==> config.mk <==
export PLATFORM = sky130hd
export DESIGN_NAME = ce_gen_flat
export DESIGN_NICKNAME = d
export VERILOG_FILES = /design/src/rtl/ce_gen_if.sv /design/src/rtl/ce_gen.sv /design/src/flat_wrapper.sv
export SDC_FILE = /design/constraint.sdc
export NUM_CORES = 1
export LEC_CHECK = 0
export CAP_MARGIN = 30
export CELL_PAD_IN_SITES_DETAIL_PLACEMENT = 1
export CELL_PAD_IN_SITES_GLOBAL_PLACEMENT = 1
export CORE_ASPECT_RATIO = 0.8
export CORE_MARGIN = 2
export CORE_UTILIZATION = 30
export DETAILED_ROUTE_END_ITERATION = 10
export GPL_TIMING_DRIVEN = 0
export HOLD_SLACK_MARGIN = 0.06
export PLACE_DENSITY = 0.63
export SLEW_MARGIN = 30
export SYNTH_ARGS = -nofsm -noshare
export SYNTH_HDL_FRONTEND = slang
export SYNTH_SLANG_ARGS = --single-unit
export TNS_END_PERCENT = 20
==> constraint.sdc <==
create_clock -name clock -period 6.1 [get_ports clock]
set_input_delay 1.525 -clock clock [delete_from_list [all_inputs] [get_ports clock]]
set_output_delay 1.525 -clock clock [all_outputs]
set_load 0.01 [all_outputs]
==> src/rtl/ce_gen_if.sv <==
// rtl/ce_gen_if.sv - control inputs and enable strobes of the clock-enable generator
interface ce_gen_if #(
    parameter int CHANNELS = 2
);
    logic                power;
    logic                restart;
    logic [CHANNELS-1:0] hold;
    logic [CHANNELS-1:0] ce_p;
    logic [CHANNELS-1:0] ce_n;
    logic                running;

    modport master (
        input  power,
        input  restart,
        input  hold,
        output ce_p,
        output ce_n,
        output running
    );

    modport slave (
        output power,
        output restart,
        output hold,
        input  ce_p,
        input  ce_n,
        input  running
    );
endinterface

==> src/rtl/ce_gen.sv <==
// rtl/ce_gen.sv - multi-channel fractional clock-enable generator with p/n phase strobes
module ce_gen #(
    parameter int                          CHANNELS = 2,
    parameter int                          ACC_W    = 16,
    parameter logic [CHANNELS*ACC_W-1:0]   NUM      = {16'd1, 16'd1},
    parameter logic [CHANNELS*ACC_W-1:0]   DEN      = {16'd2, 16'd8}
) (
    input logic        clock,
    input logic        reset,
    ce_gen_if.master   bus
);
    logic pwr_meta;
    logic pwr_sync;

    // power comes straight from the PLL lock pin, so it is brought into the clock domain first
    always_ff @(posedge clock or posedge reset) begin
        if (reset) begin
            pwr_meta <= 1'b0;
            pwr_sync <= 1'b0;
        end else begin
            pwr_meta <= bus.power;
            pwr_sync <= pwr_meta;
        end
    end

    assign bus.running = pwr_sync;

    for (genvar i = 0; i < CHANNELS; i++) begin : g_ch
        localparam logic [ACC_W-1:0] NUM_I = NUM[i*ACC_W +: ACC_W];
        localparam logic [ACC_W-1:0] DEN_I = DEN[i*ACC_W +: ACC_W];

        if (DEN_I == '0) begin : g_bad_den
            $error("ce_gen: channel %0d has DEN of zero", i);
        end
        if (NUM_I == '0) begin : g_bad_num
            $error("ce_gen: channel %0d has NUM of zero", i);
        end
        if ({NUM_I, 1'b0} > {1'b0, DEN_I}) begin : g_bad_ratio
            $error("ce_gen: channel %0d needs 2*NUM <= DEN", i);
        end

        logic [ACC_W-1:0] acc;
        logic             phase;
        logic             strobe_p;
        logic             strobe_n;
        logic             run;
        logic [ACC_W:0]   sum;

        // stepping by 2*NUM makes each half-period (p to n, n to p) last DEN/(2*NUM) clocks on average
        assign run = pwr_sync & ~bus.hold[i] & ~bus.restart;
        assign sum = {1'b0, acc} + {NUM_I, 1'b0};

        always_ff @(posedge clock or posedge reset) begin
            if (reset) begin
                acc      <= '0;
                phase    <= 1'b0;
                strobe_p <= 1'b0;
                strobe_n <= 1'b0;
            end else if (bus.restart) begin
                acc      <= '0;
                phase    <= 1'b0;
                strobe_p <= 1'b0;
                strobe_n <= 1'b0;
            end else if (run) begin
                if (sum >= {1'b0, DEN_I}) begin
                    acc      <= ACC_W'(sum - {1'b0, DEN_I});
                    phase    <= ~phase;
                    strobe_p <= ~phase;
                    strobe_n <= phase;
                end else begin
                    acc      <= sum[ACC_W-1:0];
                    strobe_p <= 1'b0;
                    strobe_n <= 1'b0;
                end
            end else begin
                strobe_p <= 1'b0;
                strobe_n <= 1'b0;
            end
        end

        assign bus.ce_p[i] = strobe_p;
        assign bus.ce_n[i] = strobe_n;
    end
endmodule

==> src/flat_wrapper.sv <==
// flat-port wrapper written by rule: the top's interface ports become plain ports
module ce_gen_flat 
#(
    parameter int                          CHANNELS = 2,
    parameter int                          ACC_W    = 16,
    parameter logic [CHANNELS*ACC_W-1:0]   NUM      = {16'd1, 16'd1},
    parameter logic [CHANNELS*ACC_W-1:0]   DEN      = {16'd2, 16'd8}
)
  (clock, reset, bus_power, bus_restart, bus_hold, bus_ce_p, bus_ce_n, bus_running);
  ce_gen_if #(.CHANNELS(CHANNELS)) bus_i ();
  input logic clock;
  input logic reset;
  input wire logic [$bits(bus_i.power)-1:0] bus_power;
  input wire logic [$bits(bus_i.restart)-1:0] bus_restart;
  input wire logic [$bits(bus_i.hold)-1:0] bus_hold;
  output wire logic [$bits(bus_i.ce_p)-1:0] bus_ce_p;
  output wire logic [$bits(bus_i.ce_n)-1:0] bus_ce_n;
  output wire logic [$bits(bus_i.running)-1:0] bus_running;
  assign bus_i.power = bus_power;
  assign bus_i.restart = bus_restart;
  assign bus_i.hold = bus_hold;
  assign bus_ce_p = bus_i.ce_p;
  assign bus_ce_n = bus_i.ce_n;
  assign bus_running = bus_i.running;
  ce_gen #(.CHANNELS(CHANNELS), .ACC_W(ACC_W), .NUM(NUM), .DEN(DEN)) u_core (.clock(clock), .reset(reset), .bus(bus_i));
endmodule
## Word level (Yosys, flattened, before mapping)

Index checks and enable logic that the tools add are counted.

- Latch bits: 0
- RAM bits: 0
- Output and inout bits: 5
- Memories: 0
- Register bits after elaboration: 40
- Logic and storage cells: 55
- Input port bits: 6
- Memory bits (read-only): 0

- Order comparisons: 2
- Divide/modulo/power cells: 0
- Eq/ne operators: 0
- Bitwise gates (word level): 9
- Reductions and logical operators: 6
- Add/subtract/negate cells: 4
- Shift-type cells: 0
- Multiply operators: 0
- Muxes and demuxes: 24

Operators with widths:

| kind | number |
|---|---|
| 2-to-1 mux 16 bit | 6 |
| adder 16 x 2 -> 17 bit, second input constant | 2 |
| 2-to-1 mux 1 bit | 18 |
| >= comparator 17 x 2 -> 1 bit, second input constant | 1 |
| >= comparator 17 x 4 -> 1 bit, second input constant | 1 |
| subtractor 16 x 2 -> 16 bit, second input constant | 1 |
| subtractor 16 x 4 -> 16 bit, second input constant | 1 |
| nonzero test 2 bit | 4 |
| inverter 1 bit | 5 |
| AND 1 bit | 4 |
| AND reduction 2 bit | 2 |

## Depth between registers and ports, before layout

- Depth after elaboration: 5
- Gate-level depth with buffers: 11
- Depth with buffers taken out: 9

## Worst setup path before layout

OpenSTA, ideal clock, no wires.

- Path kind: input port to flip-flop
- From: input bus_hold[1]
- To: register u_core.g_ch[1].acc[12]
- Path buffers: 1
- Library setup time: 0.125 ns
- Arrival time: 2.645 ns
- Required time: 5.975 ns
- Slack: 3.330 ns
- Stages on the path: 5
- Path through: nand2b_1 clkbuf_1 or3_1 mux2i_1 mux2_2

- Cells in the longest elaborated chain, start to end: 4

RTL lines:

| element | RTL line | RTL |
|---|---|---|
| from (decl) | flat_wrapper.sv:15 | `input wire logic [$bits(bus_i.hold)-1:0] bus_hold;` |
| inverter 1 bit | ce_gen.sv:50 | `assign run = pwr_sync & ~bus.hold[i] & ~bus.restart;` |
| AND 1 bit (2 in a row) | ce_gen.sv:50 |  |
| nonzero test 2 bit (no source line) | -- |  |
| to (signal assigned) | ce_gen.sv:66 | `acc <= ACC_W'(sum - {1'b0, DEN_I});` |
| to (signal assigned) | ce_gen.sv:71 | `acc <= sum[ACC_W-1:0];` |
| to (decl) | ce_gen.sv:42 | `logic [ACC_W-1:0] acc;` |

Every way passes these cells.
A chain may end at the register's enable or synchronous reset.

## Worst setup path in the final report

- From: input bus_hold[0]
- To: register u_core.g_ch[0].acc[9]

- Cells in the longest elaborated chain, start to end: 4

RTL lines:

| element | RTL line |
|---|---|
| inverter 1 bit | ce_gen.sv:50 |
| AND 1 bit (2 in a row) | ce_gen.sv:50 |
| nonzero test 2 bit (no source line) | -- |
| to (signal assigned) | ce_gen.sv:66 |
| to (signal assigned) | ce_gen.sv:71 |
| to (decl) | ce_gen.sv:42 |

Every way passes these cells.

==> impl_results.md <==
* Status: finished clean
* Drt initial violations at 100
* Synth cell count leaders: 38 x dfrtp_1, 32 x nand2_1, 30 x nor2_1
* Synth Area in Adders at 1.19%
* Initial Util at 30.8%
* Tmin final at 3310 ps
* Post-CTS Setup Repair Bufs at 0
* Synth top area cells: dfrtp_1 30%, xnor2_1 3.9%, nand3_1 3.8%
* CTS sink cnt at 38
* Vias in the first global route at 2992
* Max Fanout on Critical Path at 10
* Design Power at 1.27 mW
* DIE AREA at 11400 um^2
* Most frequent CP cell: clkbuf_1
* Setup TNS at 0 ps
* Worst-Margin Slew at 714 ps
* Mapped Cells at 375
* CP Data Required Time at 6290 ps
* Area delta synth->final at 14.5%
* Detailed placement HPWL at 6.99 mm
* Setup crit start kind: input port
* Min-delay src: u_core.pwr_meta
* Num CTS Buffers at 5
* Post-synth EDFFs at 0
* Htree depth at 2
* Setup-failing EPs final at 0
* Multiplexer share of the synthesized area at 5.43%
* Critical path type: input port to register
* Register area share after synthesis at 30.1%
* FF+latch count, synth at 38
* MaxCap Viol Count at 0
* Critical path arrival at 3500 ps
* Fin. Hold Viols at 0
* Post_cts resized at 0
* Slew Viols, Final at 0
* # nets final at 401
* Static leakage at 1.43 nW
* Final Cell Area at 3620 um^2
* Area after DPL at 3450 um^2
* Synth Flop Type: dfrtp_1
* DRC Markers at 0
* CP max stage cell: clkbuf_1
* Period utilization at 54.3%
* Fin util at 35.3%
* Port buffer count at 9
* CP Buf/Inv Count at 3
* Remaining global-route overflow at 0
* Hold endpoint: u_core.bus.running
* Reg2reg end: u_core.g_ch[0].acc[7]
* RSZ-0062 raised after global routing: no
* Share of layout cells above drive strength 1 at 17.3%
* Post-CTS Hold Buffers at 0
* Most common cell in the netlist: dfrtp_1
* Clock tree root driver cell: clkbuf_16
* Clk slew on worst S/H paths at 60 ps
* Worst reg2reg setup slack at 2990 ps
* Async SR Flop Fraction at 100%
* Initial antenna violation count at 0
* First-pass GRT wire length at 15.9 mm
* Buffer depth of the longest clock path at 2
* R2R cell count at 10
* Antenna diodes at 0
* Skew final at 4.55 ps
* Area share of xor/xnor cells in the synthesized design at 6.38%
* First-pass DRT Iterations at 4
* PD cells at 352 nW/um^2
* Core Area at 10200 um^2
* CTS tree: done
* Die height at 95.8 um
* Final ANT Viol Nets at 0
* Crit. End Element: register
* Distinct cells, synth at 66
* Mean Syn Cell Area at 8.42 um^2
* Final WL at 9.59 mm
* Worst hold path type: register to register
* Simple-Gate Fraction of Synth Area at 32.8%
* Clock Latency Late Sink at 280 ps
* CP cell instances: clkdlybuf4s50_1, nand2b_1, clkbuf_1, clkbuf_1, o21ai_0, a21oi_1
* RePlAce Congestion at 0.862
* Worst setup path startpoint: bus_hold[0]
* FP Rows at 33
* FF-to-FF Start: u_core.g_ch[0].acc[1]
* Via count at 2920
* Hold depth at 0
* Post-synthesis compound-gate area fraction at 17.9%
* GRT Overall Usage at 17.8%
* Crit-path max cell delay at 480 ps
* Largest family of logic cells by synthesized area: simple AND/OR/NAND/NOR gates
* Routed wire per std cell at 18.0 um
* Fmax at 302 MHz
* Largest delay share family, worst path: buffers and inverters
* Yosys warnings at 0
* Netlist Area Pre-Place at 3160 um^2
* Die Wd at 119 um
* Yosys top cell by area: dfrtp_1
* Pin count of the biggest net entering global routing at 21
* Syn_nets at 384
* Peak supply drop at 0.132 mV
* Num ports at 11
* Avg Vias per Cell at 5.48
* Max_slew headroom at 52.4%
* Share of the synthesized area in the top cell type at 30.1%
## area by class of cell
type | count | area, um^2
Buffer | 31 | 183
Tap cell | 140 | 175
Clock buffer | 5 | 125
Fill cell | 1276 | 6620
Timing Repair Buffer | 10 | 118
Clock inverter | 3 | 40.0
Multi-Input combinational cell | 303 | 2010
Inverter | 3 | 11.3
Sequential cell | 38 | 951
## power breakdown
group / internal (mW) / switching (mW) / total [mW]
logic: 0.256 / 0.385 / 0.641
registers: 0.291 / 0.0436 / 0.335
clock network: 0.191 / 0.105 / 0.297
total: 0.739 / 0.534 / 1.27
## cells in the final DEF, fill, tap and decap left out, types with 8 or more instances in the layout
cell type	instances
a21oi_1	22
buf_2	8
buf_4	9
clkbuf_1	10
clkdlybuf4s50_1	9
dfrtp_1	38
nand2_1	32
nand3_1	24
nand4_1	8
nor2_1	30
nor2b_1	13
nor3_1	17
o21ai_0	16
or3_1	13
xnor2_1	14
xor2_1	9
## sequential cells by signal, indices dropped and copies added (netlist names)
name                  cells
u_core.g_ch.strobe_p      2
u_core.g_ch.strobe_n      2
u_core.pwr_meta           1
u_core.g_ch.acc          30
u_core.bus.running        1
u_core.g_ch.phase         2
## logic make-up after synthesis
| kind of cell | after synthesis |
|---|---|
| mux | 16 |
| xor+xnor | 23 |
| compound gates | 80 |
| buf+inv | 34 |
| flops | 38 |
| simple gates | 181 |
| fa+ha+maj | 3 |
## how the worst max path moves through the flow
stage,to,slack [ps],cells after the start
after floorplan,u_core.g_ch[1].acc[12],3330,5
final,u_core.g_ch[0].acc[9],2790,6
after global routing,u_core.g_ch[0].acc[9],2640,6
after CTS,u_core.g_ch[0].acc[9],2820,6
after global placement,u_core.g_ch[0].acc[15],2540,6
after detailed placement,u_core.g_ch[0].acc[9],2530,6
## metal layers
metal	track usage (%)	share of wire, %	vias up
met5	0	0	-
met4	4.37	0.95	0
met3	3.38	3.3	8
met2	27.9	43	49
met1	25.5	52	1460
li1	-	-	1403
## stage by stage
stage / hold WS (ps) / std cells / setup slack, ps
after detailed placement: 356 / 525 / 2530
final: 360 / 533 / 2790
after CTS: 370 / 533 / 2820
after global placement: 338 / 524 / 2540
after floorplan: 331 / 375 / 3330
after global routing: 380 / 533 / 2640
Note: power is estimated with default switching activity, not from simulation.
